===== src/rtl/posit_pair_decoder_pipe_if.sv =====
// Handshake and operand/decoded-field bundle for posit_pair_decoder_pipe.
// slave = decoder side, master = upstream producer / downstream MAC side.
interface posit_pair_decoder_pipe_if #(
   parameter int WIDTH = 8,
   parameter int EXP   = 2,
   parameter int LANES = 4
);
   localparam int MTS = WIDTH - 3 - EXP;
   localparam int SCW = $clog2((WIDTH - 2) * (1 << EXP) + (1 << EXP)) + 1;

   logic                        vld_i;
   logic                        rdy_o;
   logic [LANES*WIDTH-1:0]      win;
   logic [LANES*WIDTH-1:0]      din;
   logic                        vld_o;
   logic                        rdy_i;
   logic [LANES-1:0]            sign_w;
   logic [LANES-1:0]            sign_d;
   logic [LANES*SCW-1:0]        scale_w;
   logic [LANES*SCW-1:0]        scale_d;
   logic [LANES*(MTS+1)-1:0]    mts_w;
   logic [LANES*(MTS+1)-1:0]    mts_d;
   logic [LANES*2-1:0]          cls_w;
   logic [LANES*2-1:0]          cls_d;
   logic [LANES-1:0]            prod_sign;
   logic [LANES*(SCW+1)-1:0]    prod_scale;
   logic [LANES*2-1:0]          prod_cls;

   modport slave (
      input  vld_i, win, din, rdy_i,
      output rdy_o, vld_o, sign_w, sign_d, scale_w, scale_d, mts_w, mts_d,
             cls_w, cls_d, prod_sign, prod_scale, prod_cls
   );

   modport master (
      output vld_i, win, din, rdy_i,
      input  rdy_o, vld_o, sign_w, sign_d, scale_w, scale_d, mts_w, mts_d,
             cls_w, cls_d, prod_sign, prod_scale, prod_cls
   );
endinterface


===== src/rtl/posit_pair_decoder_pipe.sv =====
// Two-stage elastic decoder of weight/data posit pairs ahead of the MAC array.
// Optional stall counter enabled by defining POSIT_DEC_STALL_CNT_EN.
module posit_pair_decoder_pipe #(
   parameter int WIDTH = 8,
   parameter int EXP   = 2,
   parameter int LANES = 4
) (
   input  logic                          clk_i,
   input  logic                          rstn,
   posit_pair_decoder_pipe_if.slave      bus
`ifdef POSIT_DEC_STALL_CNT_EN
   ,
   input  logic                          clr_cnt,
   output logic [15:0]                   stall_cnt
`endif
);
   localparam int MTS = WIDTH - 3 - EXP;
   localparam int MW  = MTS + 1;
   localparam int SCW = $clog2((WIDTH - 2) * (1 << EXP) + (1 << EXP)) + 1;
   localparam int PSW = SCW + 1;

   localparam logic [WIDTH-1:0] NAR = {1'b1, {(WIDTH-1){1'b0}}};
   localparam logic [WIDTH-2:0] ONE = {{(WIDTH-2){1'b0}}, 1'b1};
   localparam logic [1:0] CLS_ZERO = 2'b00;
   localparam logic [1:0] CLS_NORM = 2'b01;
   localparam logic [1:0] CLS_NAR  = 2'b10;

   function automatic logic [1:0] classify(input logic [WIDTH-1:0] p);
      if (p == '0)
         return CLS_ZERO;
      else if (p == NAR)
         return CLS_NAR;
      else
         return CLS_NORM;
   endfunction

   // The magnitude msb is always 0 for normal words, so only the low bits are kept.
   function automatic logic [WIDTH-2:0] magnitude(input logic [WIDTH-1:0] p);
      if (p[WIDTH-1])
         return ~p[WIDTH-2:0] + ONE;
      else
         return p[WIDTH-2:0];
   endfunction

   function automatic int run_len(input logic [WIDTH-2:0] b);
      int   k;
      logic run;
      k   = 0;
      run = 1'b1;
      for (int i = WIDTH - 2; i >= 0; i--) begin
         if (run && (b[i] == b[WIDTH-2]))
            k++;
         else
            run = 1'b0;
      end
      return k;
   endfunction

   // Bits following the regime run and its terminator, left-aligned, zero-filled.
   function automatic logic [WIDTH-2:0] tail(input logic [WIDTH-2:0] b);
      return b << (run_len(b) + 1);
   endfunction

   function automatic logic [SCW-1:0] dec_scale(input logic [WIDTH-2:0] b);
      int               k;
      int               regime;
      logic [WIDTH-2:0] t;
      k      = run_len(b);
      t      = tail(b);
      regime = b[WIDTH-2] ? (k - 1) : -k;
      return SCW'(regime * (1 << EXP) + int'(t >> (WIDTH - 1 - EXP)));
   endfunction

   function automatic logic [MW-1:0] dec_mts(input logic [WIDTH-2:0] b);
      logic [WIDTH-2:0] t;
      logic [WIDTH-2:0] f;
      t = tail(b);
      f = t << EXP;
      return MW'((1 << MTS) | int'(f >> (WIDTH - 1 - MTS)));
   endfunction

   function automatic logic [1:0] prod_class(input logic [1:0] a, input logic [1:0] b);
      if (a == CLS_NAR || b == CLS_NAR)
         return CLS_NAR;
      else if (a == CLS_ZERO || b == CLS_ZERO)
         return CLS_ZERO;
      else
         return CLS_NORM;
   endfunction

   logic [LANES-1:0][WIDTH-1:0] win_v;
   logic [LANES-1:0][WIDTH-1:0] din_v;
   assign win_v = bus.win;
   assign din_v = bus.din;

   logic rdy;
   logic s2_ld;

   // Stage 1: class, sign, magnitude
   logic                        s1_vld_q;
   logic [LANES-1:0][1:0]       s1_cls_w_q, s1_cls_w_d;
   logic [LANES-1:0][1:0]       s1_cls_d_q, s1_cls_d_d;
   logic [LANES-1:0]            s1_sgn_w_q, s1_sgn_w_d;
   logic [LANES-1:0]            s1_sgn_d_q, s1_sgn_d_d;
   logic [LANES-1:0][WIDTH-2:0] s1_mag_w_q, s1_mag_w_d;
   logic [LANES-1:0][WIDTH-2:0] s1_mag_d_q, s1_mag_d_d;

   // Stage 2: decoded fields and products, drive the outputs directly
   logic                        s2_vld_q;
   logic [LANES-1:0]            sign_w_q, sign_w_d;
   logic [LANES-1:0]            sign_d_q, sign_d_d;
   logic [LANES-1:0][SCW-1:0]   scale_w_q, scale_w_d;
   logic [LANES-1:0][SCW-1:0]   scale_d_q, scale_d_d;
   logic [LANES-1:0][MW-1:0]    mts_w_q, mts_w_d;
   logic [LANES-1:0][MW-1:0]    mts_d_q, mts_d_d;
   logic [LANES-1:0][1:0]       cls_w_q, cls_w_d;
   logic [LANES-1:0][1:0]       cls_d_q, cls_d_d;
   logic [LANES-1:0]            prod_sign_q, prod_sign_d;
   logic [LANES-1:0][PSW-1:0]   prod_scale_q, prod_scale_d;
   logic [LANES-1:0][1:0]       prod_cls_q, prod_cls_d;

   assign rdy   = ~s1_vld_q | ~s2_vld_q | bus.rdy_i;
   assign s2_ld = ~s2_vld_q | bus.rdy_i;

   always_comb begin
      s1_cls_w_d = '0;
      s1_cls_d_d = '0;
      s1_sgn_w_d = '0;
      s1_sgn_d_d = '0;
      s1_mag_w_d = '0;
      s1_mag_d_d = '0;
      for (int n = 0; n < LANES; n++) begin
         s1_cls_w_d[n] = classify(win_v[n]);
         s1_cls_d_d[n] = classify(din_v[n]);
         s1_sgn_w_d[n] = win_v[n][WIDTH-1];
         s1_sgn_d_d[n] = din_v[n][WIDTH-1];
         s1_mag_w_d[n] = magnitude(win_v[n]);
         s1_mag_d_d[n] = magnitude(din_v[n]);
      end
   end

   // Zero and NaR carry only their class; every numeric field is forced to 0.
   always_comb begin
      sign_w_d     = '0;
      sign_d_d     = '0;
      scale_w_d    = '0;
      scale_d_d    = '0;
      mts_w_d      = '0;
      mts_d_d      = '0;
      cls_w_d      = '0;
      cls_d_d      = '0;
      prod_sign_d  = '0;
      prod_scale_d = '0;
      prod_cls_d   = '0;
      for (int n = 0; n < LANES; n++) begin
         cls_w_d[n] = s1_cls_w_q[n];
         cls_d_d[n] = s1_cls_d_q[n];
         if (s1_cls_w_q[n] == CLS_NORM) begin
            sign_w_d[n]  = s1_sgn_w_q[n];
            scale_w_d[n] = dec_scale(s1_mag_w_q[n]);
            mts_w_d[n]   = dec_mts(s1_mag_w_q[n]);
         end
         if (s1_cls_d_q[n] == CLS_NORM) begin
            sign_d_d[n]  = s1_sgn_d_q[n];
            scale_d_d[n] = dec_scale(s1_mag_d_q[n]);
            mts_d_d[n]   = dec_mts(s1_mag_d_q[n]);
         end
         prod_sign_d[n]  = sign_w_d[n] ^ sign_d_d[n];
         prod_scale_d[n] = {scale_w_d[n][SCW-1], scale_w_d[n]}
                         + {scale_d_d[n][SCW-1], scale_d_d[n]};
         prod_cls_d[n]   = prod_class(s1_cls_w_q[n], s1_cls_d_q[n]);
      end
   end

   always_ff @(posedge clk_i or negedge rstn) begin
      if (!rstn) begin
         s1_vld_q     <= 1'b0;
         s1_cls_w_q   <= '0;
         s1_cls_d_q   <= '0;
         s1_sgn_w_q   <= '0;
         s1_sgn_d_q   <= '0;
         s1_mag_w_q   <= '0;
         s1_mag_d_q   <= '0;
         s2_vld_q     <= 1'b0;
         sign_w_q     <= '0;
         sign_d_q     <= '0;
         scale_w_q    <= '0;
         scale_d_q    <= '0;
         mts_w_q      <= '0;
         mts_d_q      <= '0;
         cls_w_q      <= '0;
         cls_d_q      <= '0;
         prod_sign_q  <= '0;
         prod_scale_q <= '0;
         prod_cls_q   <= '0;
      end else begin
         if (rdy) begin
            s1_vld_q <= bus.vld_i;
            if (bus.vld_i) begin
               s1_cls_w_q <= s1_cls_w_d;
               s1_cls_d_q <= s1_cls_d_d;
               s1_sgn_w_q <= s1_sgn_w_d;
               s1_sgn_d_q <= s1_sgn_d_d;
               s1_mag_w_q <= s1_mag_w_d;
               s1_mag_d_q <= s1_mag_d_d;
            end
         end
         if (s2_ld) begin
            s2_vld_q <= s1_vld_q;
            if (s1_vld_q) begin
               sign_w_q     <= sign_w_d;
               sign_d_q     <= sign_d_d;
               scale_w_q    <= scale_w_d;
               scale_d_q    <= scale_d_d;
               mts_w_q      <= mts_w_d;
               mts_d_q      <= mts_d_d;
               cls_w_q      <= cls_w_d;
               cls_d_q      <= cls_d_d;
               prod_sign_q  <= prod_sign_d;
               prod_scale_q <= prod_scale_d;
               prod_cls_q   <= prod_cls_d;
            end
         end
      end
   end

   assign bus.rdy_o      = rdy;
   assign bus.vld_o      = s2_vld_q;
   assign bus.sign_w     = sign_w_q;
   assign bus.sign_d     = sign_d_q;
   assign bus.scale_w    = scale_w_q;
   assign bus.scale_d    = scale_d_q;
   assign bus.mts_w      = mts_w_q;
   assign bus.mts_d      = mts_d_q;
   assign bus.cls_w      = cls_w_q;
   assign bus.cls_d      = cls_d_q;
   assign bus.prod_sign  = prod_sign_q;
   assign bus.prod_scale = prod_scale_q;
   assign bus.prod_cls   = prod_cls_q;

`ifdef POSIT_DEC_STALL_CNT_EN
   logic [15:0] stall_cnt_q;

   always_ff @(posedge clk_i or negedge rstn) begin
      if (!rstn)
         stall_cnt_q <= '0;
      else if (clr_cnt)
         stall_cnt_q <= '0;
      else if (s2_vld_q && !bus.rdy_i && (stall_cnt_q != 16'hFFFF))
         stall_cnt_q <= stall_cnt_q + 16'd1;
   end

   assign stall_cnt = stall_cnt_q;
`endif
endmodule

===== src/flat_wrapper.sv =====
// flat-port wrapper written by rule: the top's interface ports become plain ports
module posit_pair_decoder_pipe_flat 
#(
   parameter int WIDTH = 8,
   parameter int EXP   = 2,
   parameter int LANES = 4
)
  (clk_i, rstn, bus_vld_i, bus_win, bus_din, bus_rdy_i, bus_rdy_o, bus_vld_o, bus_sign_w, bus_sign_d, bus_scale_w, bus_scale_d, bus_mts_w, bus_mts_d, bus_cls_w, bus_cls_d, bus_prod_sign, bus_prod_scale, bus_prod_cls);
  posit_pair_decoder_pipe_if #(.WIDTH(WIDTH), .EXP(EXP), .LANES(LANES)) bus_i ();
  input  logic clk_i;
  input  logic rstn;
  input wire logic [$bits(bus_i.vld_i)-1:0] bus_vld_i;
  input wire logic [$bits(bus_i.win)-1:0] bus_win;
  input wire logic [$bits(bus_i.din)-1:0] bus_din;
  input wire logic [$bits(bus_i.rdy_i)-1:0] bus_rdy_i;
  output wire logic [$bits(bus_i.rdy_o)-1:0] bus_rdy_o;
  output wire logic [$bits(bus_i.vld_o)-1:0] bus_vld_o;
  output wire logic [$bits(bus_i.sign_w)-1:0] bus_sign_w;
  output wire logic [$bits(bus_i.sign_d)-1:0] bus_sign_d;
  output wire logic [$bits(bus_i.scale_w)-1:0] bus_scale_w;
  output wire logic [$bits(bus_i.scale_d)-1:0] bus_scale_d;
  output wire logic [$bits(bus_i.mts_w)-1:0] bus_mts_w;
  output wire logic [$bits(bus_i.mts_d)-1:0] bus_mts_d;
  output wire logic [$bits(bus_i.cls_w)-1:0] bus_cls_w;
  output wire logic [$bits(bus_i.cls_d)-1:0] bus_cls_d;
  output wire logic [$bits(bus_i.prod_sign)-1:0] bus_prod_sign;
  output wire logic [$bits(bus_i.prod_scale)-1:0] bus_prod_scale;
  output wire logic [$bits(bus_i.prod_cls)-1:0] bus_prod_cls;
  assign bus_i.vld_i = bus_vld_i;
  assign bus_i.win = bus_win;
  assign bus_i.din = bus_din;
  assign bus_i.rdy_i = bus_rdy_i;
  assign bus_rdy_o = bus_i.rdy_o;
  assign bus_vld_o = bus_i.vld_o;
  assign bus_sign_w = bus_i.sign_w;
  assign bus_sign_d = bus_i.sign_d;
  assign bus_scale_w = bus_i.scale_w;
  assign bus_scale_d = bus_i.scale_d;
  assign bus_mts_w = bus_i.mts_w;
  assign bus_mts_d = bus_i.mts_d;
  assign bus_cls_w = bus_i.cls_w;
  assign bus_cls_d = bus_i.cls_d;
  assign bus_prod_sign = bus_i.prod_sign;
  assign bus_prod_scale = bus_i.prod_scale;
  assign bus_prod_cls = bus_i.prod_cls;
  posit_pair_decoder_pipe #(.WIDTH(WIDTH), .EXP(EXP), .LANES(LANES)) u_core (.clk_i(clk_i), .rstn(rstn), .bus(bus_i));
endmodule

===== config.mk =====
export PLATFORM = sky130hd
export DESIGN_NAME = posit_pair_decoder_pipe_flat
export DESIGN_NICKNAME = d
export VERILOG_FILES = /design/src/rtl/posit_pair_decoder_pipe_if.sv /design/src/rtl/posit_pair_decoder_pipe.sv /design/src/flat_wrapper.sv
export SDC_FILE = /design/constraint.sdc
export NUM_CORES = 1
export LEC_CHECK = 0
export ABC_AREA = 1
export ABC_CLOCK_PERIOD_IN_PS = 5400
export CAP_MARGIN = 20
export CORE_MARGIN = 2
export CORE_UTILIZATION = 55
export CTS_CLUSTER_SIZE = 25
export DETAILED_ROUTE_END_ITERATION = 7
export PLACE_DENSITY = 0.81
export SYNTH_ARGS = -nofsm -noshare
export SYNTH_HDL_FRONTEND = slang
export SYNTH_SLANG_ARGS = --single-unit
export TNS_END_PERCENT = 5

===== constraint.sdc =====
create_clock -name clk_i -period 5.4 [get_ports clk_i]
set_clock_uncertainty 0.2 [all_clocks]
set_input_delay 1.35 -clock clk_i [delete_from_list [all_inputs] [get_ports clk_i]]
set_output_delay 1.35 -clock clk_i [all_outputs]
set_load 0.02 [all_outputs]

Yosys cells after proc, flatten, opt, wreduce, memory -nomap -nowiden
Index checks and enable logic that the tools add are counted.
- add/sub/neg operators: 92
- eq/ne operators: 72
- shift operators: 8
- mux-type cells: 256
- bitwise logic cells: 17
- reductions and logical operators: 74
- operator list (kind ; count):
    $mux W32 ; 104
    $add A32 B2 Y32 const B ; 56
    $shl A7 B32 Y7 ; 8
    $mux W1 ; 100
    $eq A8 B8 Y1 const B ; 8
    $logic_not A8 Y1 ; 8
    $mux W4 ; 16
    $add A7 B1 Y7 const B ; 8
    $mux W7 ; 8
    $not A7 Y7 ; 8
    $add A6 B3 Y6 ; 8
    $eq A1 B1 Y1 ; 48
    $logic_and A1 B1 Y1 ; 48
    $mux W6 ; 8
    $mux W2 ; 20
    $neg A4 Y4 ; 8
    $sub A4 B2 Y4 const B ; 8
    $add A6 B6 Y7 ; 4
    $eq A2 B1 Y1 const B ; 8
    $eq A2 B2 Y1 const B ; 8
    $logic_not A2 Y1 ; 8
    $logic_or A1 B1 Y1 ; 8
    $reduce_and A2 Y1 ; 2
    $xor A1 B1 Y1 ; 4
    2 further kinds ; 5
- register bits: 226
- logic and storage cells: 574

Longest topological paths before layout
Gate-level depths: netlist of run 1.
- depth in word-level cells: 25
- depth in mapped cells: 32

Least setup slack after synthesis of run 1
Ideal clock, no wire load.
- kind: reg2reg
- from: reg u_core.s1_mag_w_q[27] (netlist bit)
- to: reg u_core.prod_scale_q (netlist bit u_core.bus.prod_scale[27])
- library setup time: 0.083 ns
- arrival time: 4.035 ns
- required time: 5.117 ns
- setup slack: 1.083 ns
- cell stages (with the launch flop): 29
- buffers on the path: 1
- cell sequence: dfrtp_1 buf_4 nor2_1 nand2_1 nand2_1 nand3_1 and2_1 ha_1 nand4_1 nand2_1 ha_1 or2_0 nand2_1 inv_1 ha_1 inv_1 nand3_1 nand3_1 nand2_1 nor2_1 ha_1 fa_1 a21oi_1 nor2_1 nor2_1 inv_1 nand2_1 a22oi_1 o21ai_0
- RTL lines (item ; line ; text):
    from (decl) ; posit_pair_decoder_pipe.sv:105 ; logic [LANES-1:0][WIDTH-2:0] s1_mag_w_q, s1_mag_w_d;
    from (signal assigned) ; posit_pair_decoder_pipe.sv:204 ; s1_mag_w_q <= s1_mag_w_d;
    to (signal assigned) ; posit_pair_decoder_pipe.sv:220 ; prod_scale_q <= prod_scale_d;
    to (decl) ; posit_pair_decoder_pipe.sv:119 ; logic [LANES-1:0][PSW-1:0] prod_scale_q, prod_scale_d;

==> results of run 1 <==
## stage by stage
step           worst slack (ns)  total power [mW]  util, %
6_report                  0.463              9.93     68.9
5_1_grt                  0.0235              10.7     68.9
4_1_cts                   0.301              9.94     68.9
3_5_place_dp              0.361              7.78     65.0
3_3_place_gp              0.555              7.66     65.0
2_1_floorplan              1.08              6.08        -
## layout make-up
cell class	instances	area share, %
multi-input cells	1488	43.3
flip-flops and latches	226	31.5
repair buffers	222	12.5
inverters	224	4.68
clock buffers	33	4.11
well taps	335	2.33
clock inverters	15	1.60
## critical path: cells and delay by family, from the launching register on
kind / cells / cell delay (ns)
compound gates: 4 / 1.04
buf+inv: 2 / 0.21
simple gates: 10 / 1.22
fa+ha+maj: 4 / 1.26
flops: 1 / 0.70
xor+xnor: 1 / 0.23
## worst max-delay path by stage
stage                                      endpoint  slack [ns]  cells past startpoint
after floorplan           u_core.bus.prod_scale[27]        1.08                     28
after global placement    u_core.bus.prod_scale[27]        0.56                     26
after detailed placement  u_core.bus.prod_scale[25]        0.36                     26
after CTS                 u_core.bus.prod_scale[25]        0.30                     28
after global routing      u_core.bus.prod_scale[25]        0.02                     27
final                      u_core.bus.prod_scale[5]        0.46                     21
## per-layer routing
metal | up-vias | track usage, % | part of all wire (%)
met5 | - | 0 | 0
met4 | 0 | 7.83 | 2.6
met3 | 80 | 3.28 | 5.3
met2 | 415 | 49.5 | 49
met1 | 6503 | 35.9 | 43
li1 | 6774 | - | -
## sequential cells by signal (all words and copies together), names as in the netlist
signal / flops
u_core.bus.cls_d: 8
u_core.bus.cls_w: 8
u_core.bus.mts_d: 16
u_core.bus.mts_w: 16
u_core.bus.prod_cls: 8
u_core.bus.prod_scale: 28
u_core.bus.prod_sign: 4
u_core.bus.scale_d: 24
u_core.bus.scale_w: 24
u_core.bus.sign_d: 4
u_core.bus.sign_w: 4
u_core.bus.vld_o: 1
u_core.cls_d_d: 8
u_core.cls_w_d: 8
u_core.s1_mag_d_q: 28
u_core.s1_mag_w_q: 28
u_core.s1_sgn_d_q: 4
u_core.s1_sgn_w_q: 4
u_core.s1_vld_q: 1
## placed cells by master, fill, tap and decap left out, drive strengths merged, types with 5 or more instances in the layout
cell type / n
o21ai: 181
nand4: 12
nand3b: 10
clkdlybuf4s50: 212
xnor2: 34
o211ai: 7
o31ai: 7
buf: 10
nand3: 204
nor2: 148
nor3: 15
ha: 64
a21oi: 31
inv: 225
and2: 8
nor4: 5
dfrtp: 226
a31oi: 15
clkbuf: 33
xor2: 59
nand2: 662
bufinv: 8
## report_power, final
part	internal [mW]	switching [mW]	leakage (nW)	total [mW]
registers	2.16	0.382	2.80	2.55
clock network	1.35	0.737	0.494	2.09
logic	2.05	3.25	5.80	5.30
## cell families after synthesis
| logic type | Yosys count | synth area share [%] |
|---|---|---|
| simple gates | 1066 | 31.1 |
| buf+inv | 288 | 8.10 |
| compound gates | 261 | 10.1 |
| flops | 226 | 38.7 |
| xor+xnor | 93 | 5.94 |
| fa+ha+maj | 68 | 6.03 |
==> summary.txt, run 1 <==
fillcell total: 2153
pwr dens: 553 nW/um2
fmax: 203 MHz
Post-Syn Nets: 2138
post-synthesis average cell area: 7.29 um2
Setup TNS: 0 ns
most common cell in the netlist: nand2_1
Relative slew margins: 40.4%
Initial DRC Count: 1023
die area: 27900 um2
CP required: 5.65 ns
final WL: 39500 um
IO Pins: 214
H-tree Lvls: 1
worst reg2reg endpoint: u_core.bus.prod_scale[5]
top post-synthesis cells by area: dfrtp_1 39%, nand2_1 17%, nand3_1 6.7%
ys async rst share: 100%
r2r setup slk: 0.46 ns
sequential share of the synthesized area: 38.7%
Startpoint Class: flip-flop
cell area after synthesis: 14600 um2
remaining antenna violation count: 0
Tot GR Track Use: 27.9%
worst hold path class: reg -> reg
Nets: 2324
area of the multi-input gates: 7770 um2
CTS tree: built
Sequential Area: 5660 um2
YS warnings: 0
row count: 59
chip height: 167 um
diode count: 0
Placed Area: 16900 um2
Die W: 167 um
post-route clock period utilization: 91.4%
clk_lat worst skew: 0.53 ns
Starting Density: 56.0%
R2R depth: 21
clock root buffer: clkbuf_16
Max VDD drop: 0.372 mV
placed cells: 2495
minimum clock period: 4.94 ns
cells after synthesis: 2002
CTS Buf Count: 26
Worst path slowest cell: dfrtp_1
largest net degree at the start of global routing: 138
Netlist cell types: 48
vias in the first global route: 13.4k
Worst Hold Depth: 2
Lkg Pwr: 9.09 nW
initial antenna violation count: 0
top cell type's share of synthesized area: 38.7%
CP cell instances: xnor2_1 -> nand3_1 -> and2_1 -> ha_1 -> nand2_1 -> nand2_1 -> ha_1 -> nand3b_1 -> nand2_1 -> inv_1 -> ha_1 -> inv_1 -> nand3_1 -> nand3_1 -> a21oi_1 -> ha_1 -> a31oi_1 -> nor2_1 -> o21ai_0 -> nand3_1 -> a31oi_1
fin. max-slew vios: 0
Final Instance Area: 18000 um2
# DRC: 0
RSZ-0062 raised after global routing: no
worst endpoint data arrival time: 5.18 ns
placed wire-length estimate: 28700 um
total congestion overflow: 0
setup violators final: 0
CP startpoint: u_core.s1_mag_d_q[6]
PostCTS Resize Cnt: 0
crit-path max FO: 15
cts-stage hold buffer count: 0
max incr delay on CP: 0.70 ns
worst-margin pin slew: 0.893 ns
Post-CTS Setup Bufs: 0
layout cell share with drive strength beyond 1: 4.85%
drt pass-1 iters: 6
Hold Path End: u_core.bus.mts_w[2]
number of max-cap violations: 0
I/O Buffers: 213
Hold Path Origin: u_core.bus.mts_w[2]
Max Root-Sink Buffers: 3
top_reg_cell synth: dfrtp_1
Setup CP Type: reg -> reg
Non-Filler Instances: 2543
P&R area growth vs syn: 23.0%
final-report hold violation count: 0
GPL Wtd Cong: 0.924
clk sinks: 226
Via Count: 13.8k
status: finished clean
core area: 26100 um2
first-pass GRT wire length: 65200 um
Clock transition at path regs: 0.06 ns
via/cell ratio: 5.42
Crit. End Element: flip-flop
Post-synth top cells: 644 x nand2_1, 226 x dfrtp_1, 223 x inv_1
Post-synth EDFFs: 0
drt wl/cell: 15.5 um
WHS: 0.274 ns
Synth area leader: dfrtp_1
Seq cells post-synth: 226
r2r startpoint: u_core.s1_mag_d_q[6]
No activity file was read; power rests on OpenSTA's default activity.
==> run 2: changes to the inputs <==
- ABC_AREA: 1 -> 0
==> run 2 against run 1 <==
Net effect: the flow now finishes with violations (design-rule violations); clock-buffer cell count rose by 4; largest power group unchanged; clock power fell by 14%; sequential share of layout area fell by 0.27 points; combinational power fell by 14%; highest routed layer unchanged; die area rose by 0.76%; global-route usage barely moved; design area rose by 1.0%; hold slack improved by 0.0016 ns; sequential cell count did not move; first-iteration DRC count rose by 21%; register-to-register slack got worse by 0.23 ns; critical path type unchanged; wire length rose by 0.68%.
==> summary.txt, run 2 <==
number of max-cap violations: 0
Net Sw Power: 3.65 mW
diode count: 0
# DRC: 17
Relative slew margins: 35.3%
most frequent cells in the layout: 305 x nand2_1, 217 x dfrtp_1, 212 x clkdlybuf4s50_1, 187 x o21ai_0, 106 x nor2_1
pwr dens: 493 nW/um2
CP startpoint: u_core.s1_mag_w_q[13]
Post-synth top cells: 307 x nand2_1, 226 x dfrtp_1, 191 x o21ai_0
fin. max-slew vios: 0
clock root buffer: clkbuf_16
post-route clock period utilization: 95.8%
Synth area leader: dfrtp_1
Initial DRC Count: 1234
drt wl/cell: 17.7 um
Netlist cell types: 77
status: finished, violations left
clk sinks: 226
first-pass GRT wire length: 64000 um
RSZ-0062 raised after global routing: yes
Via Count: 13.1k
Lkg Pwr: 8.18 nW
top cell type's share of synthesized area: 38.4%
Pint: 5.30 mW
minimum clock period: 5.17 ns
top_reg_cell synth: dfrtp_1
worst-margin pin slew: 0.970 ns
remaining antenna violation count: 0
max incr delay on CP: 0.56 ns
Post-Syn Nets: 1857
Non-Filler Instances: 2244
CP cell instances: or4_1 -> o32a_1 -> inv_1 -> a21o_1 -> ha_1 -> nand2_1 -> a21oi_1 -> or2_2 -> ha_1 -> mux4_2 -> mux2_2 -> nor2b_1 -> ha_1 -> inv_1 -> fa_2 -> nor2b_1 -> o21ai_1 -> nand2b_1 -> a2111oi_4 -> a21oi_1 -> o21ai_0
drt pass-1 iters: 8
switching share of power: 40.7%
Comb pwr share: 50.9%
vias in the first global route: 12.7k
Crit. End Element: flip-flop
post-synthesis average cell area: 8.55 um2
cts-stage hold buffer count: 0
layout cell share with drive strength beyond 1: 8.91%
violated checks: design-rule violations
worst endpoint data arrival time: 5.41 ns
Post-synth EDFFs: 0
Die W: 168 um
Startpoint Class: flip-flop
Bufs and invs on worst path: 2
P&R area growth vs syn: 23.3%
Max Root-Sink Buffers: 3
r2r startpoint: u_core.s1_mag_w_q[13]
fmax: 193 MHz
setup violators final: 0
placed cells: 2191
PnR Total Power: 8.95 mW
final-report hold violation count: 0
top post-synthesis cells by area: dfrtp_1 38%, nand2_1 7.8%, o21ai_0 6.5%
crit-path max FO: 5
CTS tree: built
sequential share of the synthesized area: 38.4%
most common cell in the netlist: nand2_1
Hold Path Origin: u_core.bus.prod_sign[1]
via/cell ratio: 5.86
clk_lat worst skew: 0.53 ns
ys async rst share: 100%
Worst path slowest cell: or4_1
worst hold path class: reg -> reg
Nets: 2026
cell area after synthesis: 14700 um2
Seq cells post-synth: 226
Tot GR Track Use: 27.9%
CTS Buf Count: 26
Setup CP Type: reg -> reg
total congestion overflow: 0
Clk network pwr share: 20.0%
initial antenna violation count: 0
I/O Buffers: 213
die area: 28100 um2
crit-path most repeated cell: ha_1
commonest non-fill, non-tap cell in the layout: nand2_1
cells after synthesis: 1721
Setup TNS: 0 ns
Sequential Power Share: 29.1%
Max VDD drop: 0.298 mV
H-tree Lvls: 1
Starting Density: 56.3%
core area: 26100 um2
largest net degree at the start of global routing: 188
final WL: 39800 um
GPL Wtd Cong: 0.952
placed wire-length estimate: 29100 um
row count: 59
YS warnings: 0
IO Pins: 214
CP required: 5.64 ns
Clock transition at path regs: 0.06 ns
Top delay family on crit path: simple AND/OR/NAND/NOR gates
chip height: 168 um
## run 2: changes by cell type after synthesis, sizes merged, moves of 36 or more
cell    delta
nand2b    +41
nand3    -189
mux2      +36
nor2      -40
inv      -148
nand2    -355
clkbuf    +44
## run 2: what timing repair did
| item | CTS | global route |
|---|---|---|
| setup endpoints to repair | 0 | 10 |
| gates resized for setup | 0 | 32 |
| buffers inserted | 0 | 5 |
## run 2: kinds of logic after synthesis
kind of cell,synth area share (%)
AO/OA/AOI/OAI,21.2
XOR/XNOR,6.07
adder cells (fa/ha/maj),5.99
buffers and inverters,4.84
flip-flops,38.4
multiplexers,5.05
AND/OR/NAND/NOR,18.4
## run 2: worst register-to-register path: cells and delay by family (launching register included)
family	cells	cell delay, ns
compound gates	7	1.27
fa+ha+maj	4	0.96
buf+inv	2	0.17
flops	1	0.42
mux	2	0.79
simple gates	6	1.27
## run 2: power groups by stage
stage / Sequential, mW / Combinational, mW / Clock [mW]
3_3_place_gp: 2.61 / 4.34 / 0
6_report: 2.61 / 4.55 / 1.79
3_5_place_dp: 2.62 / 4.43 / 0
4_1_cts: 2.60 / 4.47 / 1.81
2_1_floorplan: 2.89 / 2.52 / 0
5_1_grt: 2.67 / 4.96 / 1.89
## run 2: stage by stage
step | setup slack [ns] | util (%) | area (um2) | hold WS (ns)
after detailed placement | 0.125 | 65.4 | 17100 | 0.263
final | 0.229 | 69.4 | 18100 | 0.275
after CTS | 0.0731 | 68.8 | 18000 | 0.278
after global placement | 0.313 | 65.4 | 17100 | 0.258
after global routing | -0.0754 | 69.4 | 18100 | 0.301
after floorplan | 0.270 | - | 14700 | 0.246
## run 2: cell type report
cell class                 instances  area (um2)
fill                            2032        7990
timing repair buffer             248        2440
clock buffer                      37         753
clock inverter                    10         120
sequential                       226        5670
tap                              335         419
inverter                          76         285
multi-input combinational       1312        8450
## run 2: routing by layer
metal / share of wire (%) / track usage [%] / wire length, um / vias up
met5: 0 / 0 / 0 / -
met4: 3.9 / 10.4 / 1560 / 0
met3: 6.8 / 5.08 / 2720 / 97
met2: 48 / 47.1 / 19100 / 460
met1: 41 / 35.9 / 16400 / 6273
li1: - / - / - / 6314
## run 2: final timing paths
kind / end / slack (ns) / cells after the start
hold / removal: u_core.bus.prod_sign[1] / 0.28 / 2
setup reg to reg: u_core.bus.prod_scale[13] / 0.23 / 21
hold reg to reg: u_core.bus.prod_sign[1] / 0.28 / 2
max in group asynchronous: u_core.s1_mag_d_q[24] / 3.29 / 2
min in group asynchronous: u_core.s1_mag_d_q[10] / 0.66 / 1
setup / recovery: u_core.bus.prod_scale[13] / 0.23 / 21
==> run 3: changes to the inputs <==
- CAP_MARGIN: 20 -> 0
==> run 3 against run 2 <==
Net effect: the run still ends with design-rule violations left; non-clock buffer count down 1; power hardly changed; final cell count is essentially flat; sequential cell count did not move; register-to-register slack improved by 0.02 ns; via count decreased by 0.74%; critical endpoint unchanged; largest power group unchanged; highest routed layer unchanged.
==> summary.txt, run 3 (synthesis gave the netlist of run 2 again) <==
Nets: 2025
status: finished, violations left
Die W: 168 um
r2r startpoint: u_core.s1_mag_w_q[13]
Relative slew margins: 28.3%
die area: 28100 um2
pwr dens: 494 nW/um2
final WL: 39700 um
most frequent cells in the layout: 305 x nand2_1, 214 x dfrtp_1, 212 x clkdlybuf4s50_1, 187 x o21ai_0, 106 x nor2_1
IO Pins: 214
initial antenna violation count: 0
CTS Buf Count: 26
drt wl/cell: 17.7 um
I/O Buffers: 213
worst endpoint data arrival time: 5.40 ns
Setup TNS: 0 ns
Startpoint Class: flip-flop
Starting Density: 56.3%
RSZ-0062 raised after global routing: yes
Worst Hold Depth: 2
drt pass-1 iters: 8
worst reg2reg endpoint: u_core.bus.prod_scale[13]
Clk network pwr share: 19.9%
Crit. End Element: flip-flop
Net Sw Power: 3.65 mW
final-report hold violation count: 0
clk sinks: 226
Lkg Pwr: 8.16 nW
# DRC: 16
minimum clock period: 5.15 ns
worst hold path class: reg -> reg
worst-margin pin slew: 1.08 ns
Sequential Power Share: 29.2%
Initial DRC Count: 1260
Hold Path Origin: u_core.bus.prod_sign[1]
Max Root-Sink Buffers: 3
via/cell ratio: 5.82
setup violators final: 0
Setup CP Type: reg -> reg
Max VDD drop: 0.299 mV
CTS tree: built
Hold Path End: u_core.bus.prod_sign[1]
remaining antenna violation count: 0
clk_lat worst skew: 0.53 ns
P&R area growth vs syn: 23.3%
chip height: 168 um
CP required: 5.64 ns
post-route clock period utilization: 95.4%
violated checks: design-rule violations
first-pass GRT wire length: 64000 um
r2r setup slk: 0.25 ns
largest net degree at the start of global routing: 188
number of max-cap violations: 0
GPL Wtd Cong: 0.952
vias in the first global route: 12.7k
Clock transition at path regs: 0.06 ns
PnR Total Power: 8.95 mW
fin. max-slew vios: 0
Tot GR Track Use: 27.9%
R2R depth: 21
Pint: 5.30 mW
core area: 26100 um2
cts-stage hold buffer count: 0
layout cell share with drive strength beyond 1: 9.07%
H-tree Lvls: 1
commonest non-fill, non-tap cell in the layout: nand2_1
clock root buffer: clkbuf_16
diode count: 0
fmax: 194 MHz
switching share of power: 40.7%
total congestion overflow: 0
crit-path max FO: 5
Via Count: 13.0k
placed wire-length estimate: 29100 um
row count: 59
Comb pwr share: 50.9%
## run 3: changes by cell type in the layout (fill, tap and decap cells not counted), sizes merged
cell  before  now
buf       36   35
## run 3: cell type report
| cell class | count | area (um2) |
|---|---|---|
| Sequential cell | 226 | 5670 |
| Inverter | 76 | 285 |
| Multi-Input combinational cell | 1312 | 8470 |
| Clock inverter | 10 | 120 |
| Fill cell | 2031 | 8000 |
| Tap cell | 335 | 419 |
| Timing Repair Buffer | 247 | 2420 |
| Clock buffer | 37 | 753 |
## run 3: power groups by stage
stage	combinational, mW	clock (mW)	sequential [mW]
after floorplan	2.52	0	2.89
after global placement	4.34	0	2.61
after detailed placement	4.43	0	2.62
after CTS	4.47	1.81	2.60
after global routing	4.96	1.89	2.67
final	4.55	1.78	2.61
## run 3: through the flow
| stage | utilization (%) | hold WS, ns | area (um2) | setup slack, ns | instances |
|---|---|---|---|---|---|
| after global placement | 65.4 | 0.258 | 17100 | 0.313 | 2191 |
| after global routing | 69.4 | 0.301 | 18100 | -0.0754 | 2243 |
| after CTS | 68.8 | 0.278 | 18000 | 0.0731 | 2238 |
| after detailed placement | 65.4 | 0.263 | 17100 | 0.125 | 2191 |
| after floorplan | - | 0.246 | 14700 | 0.270 | 1721 |
| final | 69.4 | 0.276 | 18100 | 0.246 | 2243 |
## run 3: worst max-delay path by stage
stage	start	endpoint	slack, ns	cells after the start
floorplan	u_core.s1_mag_d_q[24]	u_core.bus.prod_scale[27]	0.27	23
global route	u_core.s1_mag_d_q[27]	u_core.bus.prod_scale[27]	-0.08	20
CTS	u_core.s1_mag_w_q[12]	u_core.bus.prod_scale[13]	0.07	21
global placement	u_core.s1_mag_d_q[24]	u_core.bus.prod_scale[26]	0.31	20
detailed placement	u_core.s1_mag_w_q[12]	u_core.bus.prod_scale[13]	0.13	21
finish	u_core.s1_mag_w_q[13]	u_core.bus.prod_scale[13]	0.25	21
## run 3: what timing repair did
action,CTS,global route
buffers inserted,0,5
endpoints found under the setup margin,0,10
resized for setup,0,37
## run 3: layer usage
metal	global-route usage, %	up-vias	wire (um)
li1	-	6313	-
met1	35.9	6206	16600
met2	47.1	439	19100
met3	5.08	89	2560
met4	10.4	0	1540
met5	0	-	0
## run 3: worst max-delay path, stage by stage (launching register included)
cell	delay, ns
dfrtp_1	0.42
or4_1	0.56
o32a_1	0.41
inv_1	0.09
a21o_1	0.12
ha_1	0.22
nand2_1	0.08
a21oi_1	0.06
or2_2	0.29
ha_1	0.33
mux4_2	0.49
mux2_2	0.31
nor2b_1	0.15
ha_1	0.20
inv_1	0.08
fa_2	0.21
nor2b_1	0.05
o21ai_1	0.14
nand2b_1	0.14
a2111oi_4	0.32
a21oi_1	0.06
o21ai_0	0.14
